$ cat src/rtl/hazard_unit.sv
// Pipeline hazard control: load-use/branch stalls, redirect flush, forwarding selects, multi-cycle MDU tracking.
// Define HAZARD_PERF_EN to add the stallCycles/flushCount performance counter ports.
module hazard_unit #(
    parameter int MDU_LATENCY = 4,
    parameter int REG_BITS    = 5
) (
    input  logic                clk,
    input  logic                rst,
    input  logic [REG_BITS-1:0] rsD,
    input  logic [REG_BITS-1:0] rtD,
    input  logic [REG_BITS-1:0] rsE,
    input  logic [REG_BITS-1:0] rtE,
    input  logic [REG_BITS-1:0] writeRegE,
    input  logic [REG_BITS-1:0] writeRegM,
    input  logic [REG_BITS-1:0] writeRegW,
    input  logic                regWriteE,
    input  logic                regWriteM,
    input  logic                regWriteW,
    input  logic                memToRegE,
    input  logic                memToRegM,
    input  logic                branchD,
    input  logic                pcSrcD,
    input  logic                mduStartE,
    output logic                stallF,
    output logic                stallD,
    output logic                stallE,
    output logic                flushD,
    output logic                flushE,
    output logic                flushM,
    output logic [1:0]          forwardAE,
    output logic [1:0]          forwardBE,
    output logic                forwardAD,
    output logic                forwardBD,
    output logic                mduBusy
`ifdef HAZARD_PERF_EN
    ,
    output logic [31:0]         stallCycles,
    output logic [31:0]         flushCount
`endif
);

    typedef enum logic [1:0] {IDLE, BUSY, DONE} state_t;

    // BUSY covers cnt = LATENCY-2 .. 1; with the IDLE launch cycle that gives LATENCY-1 stalls.
    localparam logic [3:0] CNT_LOAD = 4'((MDU_LATENCY > 2) ? (MDU_LATENCY - 2) : 0);
    localparam logic       MDU_MULTI = (MDU_LATENCY > 1);
    localparam logic       MDU_BUSY  = (MDU_LATENCY > 2);

    state_t     state_q, state_d;
    logic [3:0] cnt_q, cnt_d;

    logic lwstall, brstall, mdustall, stall_any;

    function automatic logic [1:0] fwd_sel(input logic [REG_BITS-1:0] src);
        if (regWriteM && (writeRegM != '0) && (writeRegM == src))
            return 2'b10;
        else if (regWriteW && (writeRegW != '0) && (writeRegW == src))
            return 2'b01;
        else
            return 2'b00;
    endfunction

    always_comb begin
        forwardAE = fwd_sel(rsE);
        forwardBE = fwd_sel(rtE);
        forwardAD = regWriteM && (writeRegM != '0) && (writeRegM == rsD);
        forwardBD = regWriteM && (writeRegM != '0) && (writeRegM == rtD);
    end

    always_comb begin
        lwstall  = memToRegE && ((rtE == rsD) || (rtE == rtD));
        brstall  = branchD &&
                   ((regWriteE && ((writeRegE == rsD) || (writeRegE == rtD))) ||
                    (memToRegM && ((writeRegM == rsD) || (writeRegM == rtD))));
        mdustall = (state_q == BUSY) || ((state_q == IDLE) && mduStartE && MDU_MULTI);
        stall_any = lwstall | brstall | mdustall;
    end

    always_comb begin
        state_d = state_q;
        cnt_d   = cnt_q;
        case (state_q)
            IDLE: begin
                if (mduStartE && MDU_MULTI) begin
                    // LATENCY==2 needs only the launch-cycle stall, so skip BUSY.
                    state_d = MDU_BUSY ? BUSY : DONE;
                    cnt_d   = CNT_LOAD;
                end
            end
            BUSY: begin
                if (cnt_q > 4'd1) begin
                    cnt_d = cnt_q - 4'd1;
                end else begin
                    state_d = DONE;
                    cnt_d   = '0;
                end
            end
            DONE:    state_d = IDLE;
            default: state_d = IDLE;
        endcase
    end

    always_ff @(posedge clk or negedge rst) begin
        if (!rst) begin
            state_q <= IDLE;
            cnt_q   <= '0;
        end else begin
            state_q <= state_d;
            cnt_q   <= cnt_d;
        end
    end

    // Reset gates the controls combinationally so they drop the instant rst falls.
    always_comb begin
        stallF  = rst & stall_any;
        stallD  = rst & stall_any;
        stallE  = rst & mdustall;
        flushE  = rst & (lwstall | brstall) & ~mdustall;
        flushM  = rst & mdustall;
        flushD  = rst & pcSrcD & ~stall_any;
        mduBusy = rst & (state_q == BUSY);
    end

`ifdef HAZARD_PERF_EN
    logic [31:0] stall_cnt_q, stall_cnt_d;
    logic [31:0] flush_cnt_q, flush_cnt_d;

    always_comb begin
        stall_cnt_d = stall_cnt_q + {31'd0, stallF};
        flush_cnt_d = flush_cnt_q + {31'd0, (flushD | flushE)};
    end

    always_ff @(posedge clk or negedge rst) begin
        if (!rst) begin
            stall_cnt_q <= '0;
            flush_cnt_q <= '0;
        end else begin
            stall_cnt_q <= stall_cnt_d;
            flush_cnt_q <= flush_cnt_d;
        end
    end

    assign stallCycles = stall_cnt_q;
    assign flushCount  = flush_cnt_q;
`endif

endmodule

$ cat config.mk
export PLATFORM = sky130hd
export DESIGN_NAME = hazard_unit
export DESIGN_NICKNAME = d
export VERILOG_FILES = /design/src/rtl/hazard_unit.sv
export SDC_FILE = /design/constraint.sdc
export NUM_CORES = 1
export LEC_CHECK = 0
export BUFFER_PORTS_ARGS = -buffer_cell sky130_fd_sc_hd__buf_4
export CAP_MARGIN = 25
export CORE_UTILIZATION = 44
export CTS_CLUSTER_DIAMETER = 100
export CTS_CLUSTER_SIZE = 40
export DETAILED_ROUTE_END_ITERATION = 7
export PLACE_DENSITY_LB_ADDON = 0.1
export SLEW_MARGIN = 20
export SYNTH_ARGS = -nofsm -noshare
export SYNTH_HDL_FRONTEND = slang
export SYNTH_SLANG_ARGS = --single-unit
$ cat constraint.sdc
create_clock -name clk -period 2.5 [get_ports clk]
set_input_delay 0.5 -clock clk [delete_from_list [all_inputs] [get_ports clk]]
set_output_delay 0.5 -clock clk [all_outputs]
set_load 0.02 [all_outputs]
After elaboration in Yosys (flattened, before gate mapping) --
Cells that the tools add are included.
Word-level totals: bits in registers 6, bits in latches 0, memory bits (writable) 0, bits in read-only memories 0, input port bits 45, output and inout port bits 13, logic and storage cells 62, memories 0
Cells by class: add/sub/neg operators 1, $mul 0, divide/modulo/power cells 0, order comparisons 1, eq/ne operators 13, shift operators 0, mux-type cells 10, bitwise gates (word level) 11, reduce and logical (&&, ||, !) cells 24
Operator list (count):
- $eq A5 B5 Y1 | 10
- $logic_and A1 B1 Y1 | 13
- $reduce_bool A5 Y1 | 2
- $mux W2 | 4
- $mux W4 | 2
- $pmux W4 S2 | 1
- $and A1 B1 Y1 | 7
- $logic_or A1 B1 Y1 | 5
- $gt A4 B1 Y1 const B | 1
- $ne A2 B2 Y1 const B | 2
- $pmux W2 S2 | 1
- $reduce_and A2 Y1 | 2
- $sub A4 B1 Y4 const B | 1
- $eq A2 B1 Y1 const B | 1
- $logic_not A2 Y1 | 1
- $mux W1 | 2
- $not A1 Y1 | 2
- $or A1 B1 Y1 | 2
- $reduce_bool A2 Y1 | 1

Depth between registers and ports, before layout --
depth after elaboration 9, depth in mapped cells 7, mapped depth without buffers 7

Least setup slack after synthesis --
No wires, ideal clock.
path kind in2out, from input port writeRegM[2], to output port forwardAE[0], arrival time 1984 ps, required time 2000 ps, setup slack 16 ps, stages 5, buffers on the path 1, cells stage by stage buf_2 > or4_4 > o21ai_4 > nor4_2 > nor4_2
Between the ends: longest elaborated chain between the ends 4, elaborated cells between the ends (all ways) 5, classes of those cells eq/ne: 1; mux: 1; reduce/logical: 3
RTL lines:
- start: declaration | RTL line 14 | input logic [REG_BITS-1:0] writeRegM,
- $reduce_bool A5 Y1 | RTL line 55 | if (regWriteM && (writeRegM != '0) && (writeRegM == src))
- $logic_and A1 B1 Y1 | RTL line 55
- $logic_and A1 B1 Y1 (*) | RTL line 55
- $mux W2 (*) | RTL line 55
- end: declaration | RTL line 30 | output logic [1:0] forwardAE,
Mark *: on every way between the ends. The rest lies on a longest branch, timed or not.

Worst setup path in the final report --
from input port writeRegM[1], to output port forwardAE[0]
The elaborated chain is that of the path after synthesis.

==> results.md <==
* Status: finished clean
* Max H-tree Level at 1
* Crit Path Max Fanout at 5
* Clk_skew at 0.00127 ns
* Drt wl/cell at 13.4 um
* GP Congestion at 0.783
* Yosys Warn Count at 0
* Top cell type's share of synthesized area at 28.7%
* Die W at 50.6 um
* Seq/Total Area, Yosys at 14.5%
* Startpoint types: primary input
* CP Capture Type: output pin
* CTS tree: done
* Remaining Overflow, GRT at 0
* Dpl hpwl at 2360 um
* Core ar. at 2210 sq um
* Nets at 229
* I/O Buffers at 57
* Cells resized by post-CTS repair at 0
* Final hold vios at 0
* Hold Path Class: primary input to asynchronous set/reset pin
* Dpl ws at 0.0778 ns
* Leakage at 0.678 nW
* Hold buffer count at CTS at 0
* Power Dens Cells at 525 nW/um^2
* Fmax achieved at 411 MHz
* Root buffer cell: clkbuf_4
* Antenna violations before repair at 0
* First-pass GRT wire length at 4680 um
* Synth Register Bits at 6
* Cell area after synthesis at 1040 sq um
* Iteration-0 DRC Markers at 9
* DR pass1 iterations at 4
* Syn_nets at 173
* Crit path kind: primary input to output pin
* Top cells by area, synth: xor2_1, dfrtp_1, xnor2_1
* Worst EP required at 2.00 ns
* DRC violations left at 0
* Die Area at 2560 sq um
* Final Cycle Share at 97.2%
* Clock Sinks at 6
* Tmin final at 2.43 ns
* Ant. Diodes at 0
* Routed vias at 1110
* Post-DR vias/cell at 5.34
* Worst slew pin tran at 0.515 ns
* Routed Antenna Nets at 0
* Syn avg cell area at 8.24 sq um
* Area leader, netlist: xor2_1
* Synth Instances at 126
* Setup ws final at 0.0689 ns
* Largest net degree at the start of global routing at 11
* Initial Utilization at 46.9%
* Setup TNS at 0 ns
* Routed wire length at 2790 um
* CTS Buf Count at 3
* GR Util All Layers at 24.5%
* Clk buf depth at 2
* FF-to-FF path depth at 7
* Height of the die at 50.6 um
* Ports at 58
* Post-CTS setup buffers at 0
* Clock-pin slew on the worst setup and hold paths at 0.04 ns
* Rows at 17
* R2R setup slack at 0.83 ns
* Layout cells sized above 1 at 37.8%
* Final count of pins violating max slew at 0
* Worst EP arrival at 1.93 ns
* Yosys cell types at 32
* Area Overhead vs Synth at 43.4%
* Vias in the first global route at 1139
* VDD IR max at 0.387 mV
* Slew Limit Headroom at 65.4%
* Worst-skew pair later-pin latency at 0.25 ns
* Setup-failing EPs final at 0
* Max-cap violations at 0
* R2R Path Start: cnt_q[1]
* FF-to-FF End: cnt_q[3]
[per-layer routing]
layer	vias up	track usage [%]	part of all wire, %
met5	-	0	0
met4	0	15.3	3.1
met3	11	6.06	4.2
met2	42	45.1	52
met1	520	24.2	41
li1	537	-	-
[worst max-delay path by stage]
stage | from | endpoint | cells after the start
after floorplan | writeRegM[2] | forwardAE[0] | 5
after global placement | writeRegM[1] | forwardBE[0] | 6
after detailed placement | writeRegM[1] | forwardAE[0] | 6
after CTS | writeRegM[1] | forwardAE[0] | 6
after global routing | writeRegM[1] | forwardAE[0] | 6
final | writeRegM[1] | forwardAE[0] | 6
[cells in the final DEF, fill, tap and decap left out, types with 3 or more instances in the layout]
master and count:
inv_1 3, dfrtp_1 6, or4_1 4, nor2_1 6, buf_4 59, xnor2_1 16
o21ai_0 7, nand3_1 6, nor3_1 6, a21oi_1 3, clkbuf_4 3, nand2_1 3
xor2_1 34, nor4_2 4
[Yosys cell counts]
library cell / number
xor2_1: 34
xnor2_1: 16
o21ai_0: 7
dfrtp_1: 6
nand3_1: 6
nor2_1: 6
nor3_1: 6
nor4_2: 4
or4_1: 4
a21oi_1: 3
buf_2: 3
inv_1: 3
nand2_1: 3
and2_1: 2
and3_1: 2
buf_4: 2
ha_1: 2
nor4_1: 2
o31ai_1: 2
a31oi_1: 1
a32o_1: 1
buf_6: 1
clkbuf_1: 1
clkbuf_2: 1
nand2b_1: 1
nor2b_1: 1
nor3b_1: 1
nor4b_1: 1
o21a_1: 1
o21ai_4: 1
o21bai_1: 1
or4_4: 1
[stage by stage]
stage                     power (mW)  std cells  hold WS, ns  util, %  cell area (sq um)
after floorplan                0.498        126        0.204        -               1040
after global placement         0.664        204        0.324     66.0               1460
after detailed placement       0.691        204        0.325     66.0               1460
after CTS                      0.785        207       0.0608     67.0               1480
after global routing           0.856        208       0.0501     67.3               1490
final                          0.782        208       0.0616     67.3               1490
[final cells by class]
class | instances | area (sq um)
multi-input cells | 109 | 827
fillers | 191 | 723
repair buffers | 59 | 443
flip-flops and latches | 6 | 150
well taps | 28 | 35.0
clock buffers | 3 | 22.5
inverters | 3 | 11.3
[power by group]
part           switching (mW)  internal, mW
Clock                  0.0364        0.0544
Combinational           0.278         0.238
Sequential             0.0341         0.142
[kinds of logic after synthesis]
family	after synthesis	share of synthesized area, %
flops	6	14.5
compound gates	17	10.8
xor+xnor	50	42.2
buf+inv	11	5.90
simple gates	40	24.2
fa+ha+maj	2	2.41
[sequential cells by signal (all words and copies together) (netlist names)]
register and flops:
state_q 2, cnt_q 4
[worst max-delay path, stage by stage]
cell	delay [ns]
buf_4	0.14
or4_4	0.55
o21ai_4	0.21
nor4_2	0.09
nor4_2	0.27
buf_4	0.18
(Power assumes the default switching activity.)
